**src/rtl/ysyx_22050019_pkg.sv**
```systemverilog
// Shared encodings for the two-master read arbiter: FSM states, master indices, response codes.
package ysyx_22050019_pkg;

  typedef enum logic [1:0] {
    S_IDLE = 2'd0,
    S_AR   = 2'd1,
    S_R    = 2'd2
  } state_e;

  localparam logic       MST_ICACHE = 1'b0;
  localparam logic       MST_DCACHE = 1'b1;
  localparam logic [1:0] RESP_OKAY  = 2'b00;

  function automatic logic [1:0] idx_to_onehot(input logic idx);
    return idx ? 2'b10 : 2'b01;
  endfunction

endpackage

```
**src/rtl/ysyx_22050019_arb_sel.sv**
```systemverilog
// Combinational chooser between the icache and dcache requests.
// Fixed priority (dcache wins) by default; round-robin when YSYX_22050019_ARB_RR_EN is defined.
module ysyx_22050019_arb_sel
  import ysyx_22050019_pkg::*;
(
  input  logic       i_valid0,
  input  logic       i_valid1,
  input  logic       i_last_grant,
  output logic [1:0] o_sel,
  output logic       o_idx
);

`ifndef YSYX_22050019_ARB_RR_EN
  logic w_unused;
  assign w_unused = i_last_grant;
`endif

  always_comb begin
    o_idx = MST_ICACHE;
    o_sel = 2'b00;
    if (i_valid0 && i_valid1) begin
`ifdef YSYX_22050019_ARB_RR_EN
      o_idx = ~i_last_grant;
`else
      o_idx = MST_DCACHE;
`endif
      o_sel = idx_to_onehot(o_idx);
    end else if (i_valid1) begin
      o_idx = MST_DCACHE;
      o_sel = 2'b10;
    end else if (i_valid0) begin
      o_idx = MST_ICACHE;
      o_sel = 2'b01;
    end
  end

endmodule

```
**src/rtl/ysyx_22050019_rd_arbiter.sv**
```systemverilog
// Two-master single-outstanding read arbiter sharing one ar/r bus between icache and dcache.
// Arbitration policy selected in ysyx_22050019_arb_sel via YSYX_22050019_ARB_RR_EN.
module ysyx_22050019_rd_arbiter
  import ysyx_22050019_pkg::*;
#(
  parameter int unsigned R_ADDR_WIDTH = 64,
  parameter int unsigned R_DATA_WIDTH = 64,
  parameter int unsigned RESP_WIDTH   = 2
) (
  input  logic                    clk,
  input  logic                    rst,

  input  logic                    s0_ar_valid_i,
  output logic                    s0_ar_ready_o,
  input  logic [R_ADDR_WIDTH-1:0] s0_ar_addr_i,
  output logic                    s0_r_valid_o,
  input  logic                    s0_r_ready_i,
  output logic [RESP_WIDTH-1:0]   s0_r_resp_o,
  output logic [R_DATA_WIDTH-1:0] s0_r_data_o,

  input  logic                    s1_ar_valid_i,
  output logic                    s1_ar_ready_o,
  input  logic [R_ADDR_WIDTH-1:0] s1_ar_addr_i,
  output logic                    s1_r_valid_o,
  input  logic                    s1_r_ready_i,
  output logic [RESP_WIDTH-1:0]   s1_r_resp_o,
  output logic [R_DATA_WIDTH-1:0] s1_r_data_o,

  output logic                    m_ar_valid_o,
  input  logic                    m_ar_ready_i,
  output logic [R_ADDR_WIDTH-1:0] m_ar_addr_o,
  input  logic                    m_r_valid_i,
  output logic                    m_r_ready_o,
  input  logic [RESP_WIDTH-1:0]   m_r_resp_i,
  input  logic [R_DATA_WIDTH-1:0] m_r_data_i,

  output logic                    grant_o,
  output logic                    busy_o
);

  state_e                  r_state;
  state_e                  w_state_next;
  logic                    r_grant;
  logic                    r_ar_valid;
  logic [R_ADDR_WIDTH-1:0] r_ar_addr;
  logic [1:0]              w_sel;
  logic                    w_sel_idx;
  logic                    w_ar_accept;

  // r_grant doubles as the round-robin history: it changes only on an accepted request.
  ysyx_22050019_arb_sel u_sel (
    .i_valid0     (s0_ar_valid_i),
    .i_valid1     (s1_ar_valid_i),
    .i_last_grant (r_grant),
    .o_sel        (w_sel),
    .o_idx        (w_sel_idx)
  );

  assign w_ar_accept  = (r_state == S_IDLE) && (w_sel != 2'b00);
  assign m_ar_valid_o = r_ar_valid;
  assign m_ar_addr_o  = r_ar_addr;
  assign grant_o      = r_grant;
  assign busy_o       = (r_state != S_IDLE);

  // Response payload is broadcast; only r_valid qualifies it.
  assign s0_r_data_o  = m_r_data_i;
  assign s1_r_data_o  = m_r_data_i;
  assign s0_r_resp_o  = m_r_resp_i;
  assign s1_r_resp_o  = m_r_resp_i;

  always_comb begin
    w_state_next  = r_state;
    s0_ar_ready_o = 1'b0;
    s1_ar_ready_o = 1'b0;
    s0_r_valid_o  = 1'b0;
    s1_r_valid_o  = 1'b0;
    m_r_ready_o   = 1'b0;
    unique case (r_state)
      S_IDLE: begin
        s0_ar_ready_o = w_sel[0];
        s1_ar_ready_o = w_sel[1];
        if (w_ar_accept) w_state_next = S_AR;
      end
      S_AR: begin
        if (r_ar_valid && m_ar_ready_i) w_state_next = S_R;
      end
      S_R: begin
        m_r_ready_o  = r_grant ? s1_r_ready_i : s0_r_ready_i;
        s0_r_valid_o = (r_grant == MST_ICACHE) && m_r_valid_i;
        s1_r_valid_o = (r_grant == MST_DCACHE) && m_r_valid_i;
        if (m_r_valid_i && m_r_ready_o) w_state_next = S_IDLE;
      end
      default: w_state_next = S_IDLE;
    endcase
  end

  always_ff @(posedge clk or negedge rst) begin
    if (!rst) begin
      r_state    <= S_IDLE;
      r_grant    <= MST_ICACHE;
      r_ar_valid <= 1'b0;
      r_ar_addr  <= '0;
    end else begin
      r_state <= w_state_next;
      if (w_ar_accept) begin
        r_grant    <= w_sel_idx;
        r_ar_valid <= 1'b1;
        r_ar_addr  <= w_sel_idx ? s1_ar_addr_i : s0_ar_addr_i;
      end else if ((r_state == S_AR) && m_ar_ready_i) begin
        r_ar_valid <= 1'b0;
      end
    end
  end

endmodule

```
**config.mk**
```make
export PLATFORM = sky130hd
export DESIGN_NAME = ysyx_22050019_rd_arbiter
export DESIGN_NICKNAME = d
export VERILOG_FILES = /design/src/rtl/ysyx_22050019_pkg.sv /design/src/rtl/ysyx_22050019_arb_sel.sv /design/src/rtl/ysyx_22050019_rd_arbiter.sv
export SDC_FILE = /design/constraint.sdc
export NUM_CORES = 1
export LEC_CHECK = 0
export BUFFER_PORTS_ARGS = -buffer_cell sky130_fd_sc_hd__buf_2
export CORE_AREA = 4 4 157 159
export DETAILED_ROUTE_END_ITERATION = 10
export DIE_AREA = 0 0 161 163
export HOLD_SLACK_MARGIN = 0.03
export SLEW_MARGIN = 20
export SYNTH_ARGS = -nofsm -noshare
export SYNTH_HDL_FRONTEND = slang
export SYNTH_HIERARCHICAL = 1
export SYNTH_SLANG_ARGS = --single-unit
```
**constraint.sdc**
```tcl
create_clock -name clk -period 1.7 [get_ports clk]
set_input_delay 0.425 -clock clk [delete_from_list [all_inputs] [get_ports clk]]
set_output_delay 0.425 -clock clk [all_outputs]
set_load 0.05 [all_outputs]
```
Yosys cells after proc, flatten, opt, wreduce, memory -nomap -nowiden
Index checks and enable logic that the tools add are counted.
- eq/ne operators: 5
- multiplexer cells: 18
- bitwise logic cells: 1
- reduce and logical (&&, ||, !) cells: 12
- operator list (cell ; number):
    $mux 64 ; 1
    $mux 1 ; 11
    $mux 2 ; 5
    $logic_and 1x1->1 ; 7
    $ne 2x2->1 const B ; 3
    $pmux 2 s3 ; 1
    $reduce_bool 2->1 ; 3
    $reduce_and 3->1 ; 1
    $eq 2x1->1 const B ; 1
    $eq 2x2->1 const B ; 1
    $logic_not 2->1 ; 1
    $not 1->1 ; 1
- register bits: 68
- input bits: 202
- output and inout bits: 204
- word-level logic and storage cells: 40

Depth between registers and ports, before layout
- depth after elaboration: 7
- mapped depth: 6
- gate-level depth less buffers: 3

Hierarchy
The synthesis kept the hierarchy.
- modules (own cells, without submodules) (module ; times used ; cells each ; area each (um^2) ; seq. area each (um^2)):
    ysyx_22050019_rd_arbiter ; 1 ; 362 ; 4528.1 ; 1701.6
    ysyx_22050019_arb_sel ; 1 ; 3 ; 17.5 ; 0.0

Worst setup path before layout
Ideal clock, no wire load.
- kind: reg2out
- start point: reg r_state[0]
- end point: out s0_r_valid_o
- arrival time: 1.835 ns
- required time: 1.275 ns
- path slack: -0.560 ns
- cell stages (with the launch flop): 3
- buffers on the path: 0
- cells stage by stage: dfrtp_1 > or2b_1 > nor3b_1
- word-level cells in the longest chain between the ends: 2
- RTL lines (element ; line ; text):
    start: declaration ; ysyx_22050019_rd_arbiter.sv:41 ; state_e r_state;
    start signal: assignment ; ysyx_22050019_rd_arbiter.sv:104 ; r_state <= w_state_next;
    $eq 2x2->1 ; ysyx_22050019_rd_arbiter.sv:78 ; unique case (r_state)
    $mux 1 ; ysyx_22050019_rd_arbiter.sv:78 ;
    end: declaration ; ysyx_22050019_rd_arbiter.sv:16 ; output logic s0_r_valid_o,
No other way between the ends.

Final worst setup path
Same ends and word-level chain as after synthesis.

==> results_dict.tcl <==
set metrics [dict create \
    maxSlewHeadroom 0.728 \
    seqPwrFrac 0.269 \
    violations "negative setup slack" \
    synth_flop_cell "dfrtp_1" \
    fin_crit_sh 1.08 \
    slew_viol_final 0 \
    setup_slack_ps -141 \
    met2WireLength_microns 5200 \
    multi_input_area_sq_mm 0.00171 \
    wl_met1_microns 3910 \
    grt_pass1_vias 2923 \
    cts_tree "built" \
    cts_sinks 68 \
    finalHoldViolCount 0 \
    area.sequential_sq_mm 0.00170 \
    fin_crit_ps 1840 \
    cts_made_buffers 9 \
    outcome "finished with violations" \
    post-dp-hpwl_microns 8320 \
    setup_viol 4 \
    crit_path_end_kind "output port" \
    r2r_end "m_ar_addr_o[40]" \
    cp-start-kind "flop" \
    seq_area_frac_synth 0.374 \
    power.switching_mw 5.33 \
    cts_root_buf "clkbuf_16" \
    fmax_mhz 543 \
    p_comb_frac 0.573 \
    swShare 0.492 \
    placed_cells 748 \
    tightest_slew_ps 407 \
    layout-drive-gt1-share 0.819 \
    row_count 56 \
    endpoint "s0_r_valid_o" \
    finalSetupTns_ps -395 \
    antenna_cells 0 \
    yosys_warnings 6 \
    area_growth_pct 15.8 \
    rr_worst_depth 4 \
    start_util 0.195 \
    clk_latency_ps 340 \
    cap_violations 0 \
    grt_use_total 0.0817 \
    cp.required_ps 1270 \
    r2r-start "r_state[1]" \
    portBuffers 207 \
    dr_wl_met3_microns 1110 \
    fp.dieW_microns 161 \
    power.leakage_nw 2.48 \
    design.die.area_sq_mm 0.0262 \
    final_cells 767 \
    cp_max_fo 4 \
    io_pins 406 \
    startpoint "r_state[0]" \
    h-tree-depth 3 \
    routabilityCongestion 0.690 \
    fill_cells 2533 \
    cts.reportedPaths.clkPinSlew_ps 60 \
    power.density_mw_per_mm2 2060 \
    post_drt_wl_per_cell_microns 14.3 \
    clk_path_buf_depth 2 \
    drc 0 \
    path_class "flop to output port" \
    hold_class "input pin to asynchronous set/reset pin" \
    grt_max_degree 69 \
    rsz0062_at_grt "yes" \
    crit_arrival_ps 1420 \
    async_flop_share 1.00 \
    overflow 0 \
    vias_per_cell 3.60 \
    cts_hold_buffers 0 \
    skew_ps 9.25 \
    clkPwrFrac 0.158 \
    synth_cells 365 \
    die_y_microns 163 \
    avgSynthCellArea_sq_um 12.5 \
    nNetsFinal 646 \
    grt_pass1_wl_microns 16400 \
    ant_nets 0 \
    p_int_mw 5.50 \
    top_layer "met4" \
    r2r_slack_ps 90 \
    peakVddDrop_mv 1.54 \
    synth_area_sq_mm 0.00455 \
    design_area_sq_mm 0.00526 \
    first_pass_iters 4 \
    drtIter0Drc 82 \
    ys_ff_latch 68 \
    core_area_sq_mm 0.0233 \
    synth.net_count 567 \
    synth.distinct_cells 25 \
    antenna_found_initial 0 \
    place_area_sq_mm 0.00494 \
    num_vias 2763 \
    synth_edf_count 0 \
    routed_wl_microns 10900 \
]
==> synthesized netlist by cell type, types with 2 or more instances <==
cell / number / share of area
buf_4: 138 / 0.23
and2_1: 2 / 0.0028
inv_1: 2 / 0.0017
nand2_1: 2 / 0.0017
nor2b_1: 2 / 0.0028
mux2_4: 28 / 0.092
mux2_2: 101 / 0.25
dfrtp_1: 68 / 0.37
buf_6: 4 / 0.0099
buf_8: 3 / 0.0099
==> flip-flops by register name, indices dropped and copies added, names as in the netlist <==
| name | cells |
|---|---|
| m_ar_addr_o | 64 |
| r_state | 2 |
| grant_o | 1 |
| m_ar_valid_o | 1 |
==> worst max-delay path: stages, from the launching register on <==
cell     delay, ps
dfrtp_1        410
or2b_4         300
nor3b_4        190
buf_6          180
==> power by group through the flow <==
stage	clock network, mW	registers [mW]	logic [mW]
floorplan	0	5.76	2.83
global placement	0	2.93	6.16
detailed placement	0	2.93	6.21
CTS	1.83	2.93	6.27
global route	1.88	3.05	6.51
finish	1.71	2.91	6.21
==> what timing repair did <==
item / 4_1_cts / 5_1_grt
resized for setup: 11 / 1
setup buffers: 2 / 2
endpoints found under the hold margin: 0 / 0
pin swaps: 2 / 1
setup endpoints to repair: 6 / 6
==> routing by layer <==
layer | GRT usage | up-vias
met3 | 0.0337 | 57
met5 | 0 | -
met1 | 0.0858 | 1277
li1 | - | 1252
met4 | 0.0636 | 0
met2 | 0.130 | 177
==> cell families after synthesis <==
kind of cell,share of synthesized area
buf+inv,0.256
mux,0.345
flops,0.374
simple gates,0.0173
compound gates,0.00771
==> worst min-delay path by stage <==
stage,endpoint,slack [ps]
global route,m_ar_addr_o[44],90
CTS,m_ar_addr_o[44],90
global placement,m_ar_addr_o[44],470
finish,m_ar_addr_o[44],80
floorplan,grant_o,130
detailed placement,m_ar_addr_o[44],470
==> area by class of cell <==
cell class                      count  area share
Clock inverter                      5     0.00570
Multi-Input combinational cell    147       0.324
Timing Repair Buffer              216       0.226
Sequential cell                    68       0.324
Inverter                            2     0.00143
Tap cell                          319      0.0758
Clock buffer                       10      0.0435
==> layout by cell type (no fill, tap or decap), types with 2 or more instances in the layout <==
master,n
and2_1,2
inv_1,2
buf_2,201
nand2_1,2
clkbuf_16,9
clkinvlp_4,2
clkinv_2,3
nor2b_1,2
buf_4,7
buf_6,3
buf_12,4
mux2_4,28
dfrtp_1,67
mux2_2,101
==> metrics by stage <==
| step | util | hold WS [ps] | worst slack [ps] | power, mW |
|---|---|---|---|---|
| after floorplan | - | 129 | -28.5 | 8.59 |
| after global placement | 0.212 | 466 | 42.3 | 9.09 |
| after detailed placement | 0.212 | 470 | 16.4 | 9.14 |
| after CTS | 0.225 | 93.2 | -167 | 11.0 |
| after global routing | 0.226 | 92.6 | -212 | 11.4 |
| final | 0.226 | 78.5 | -141 | 10.8 |
(Power assumes the default switching activity.)
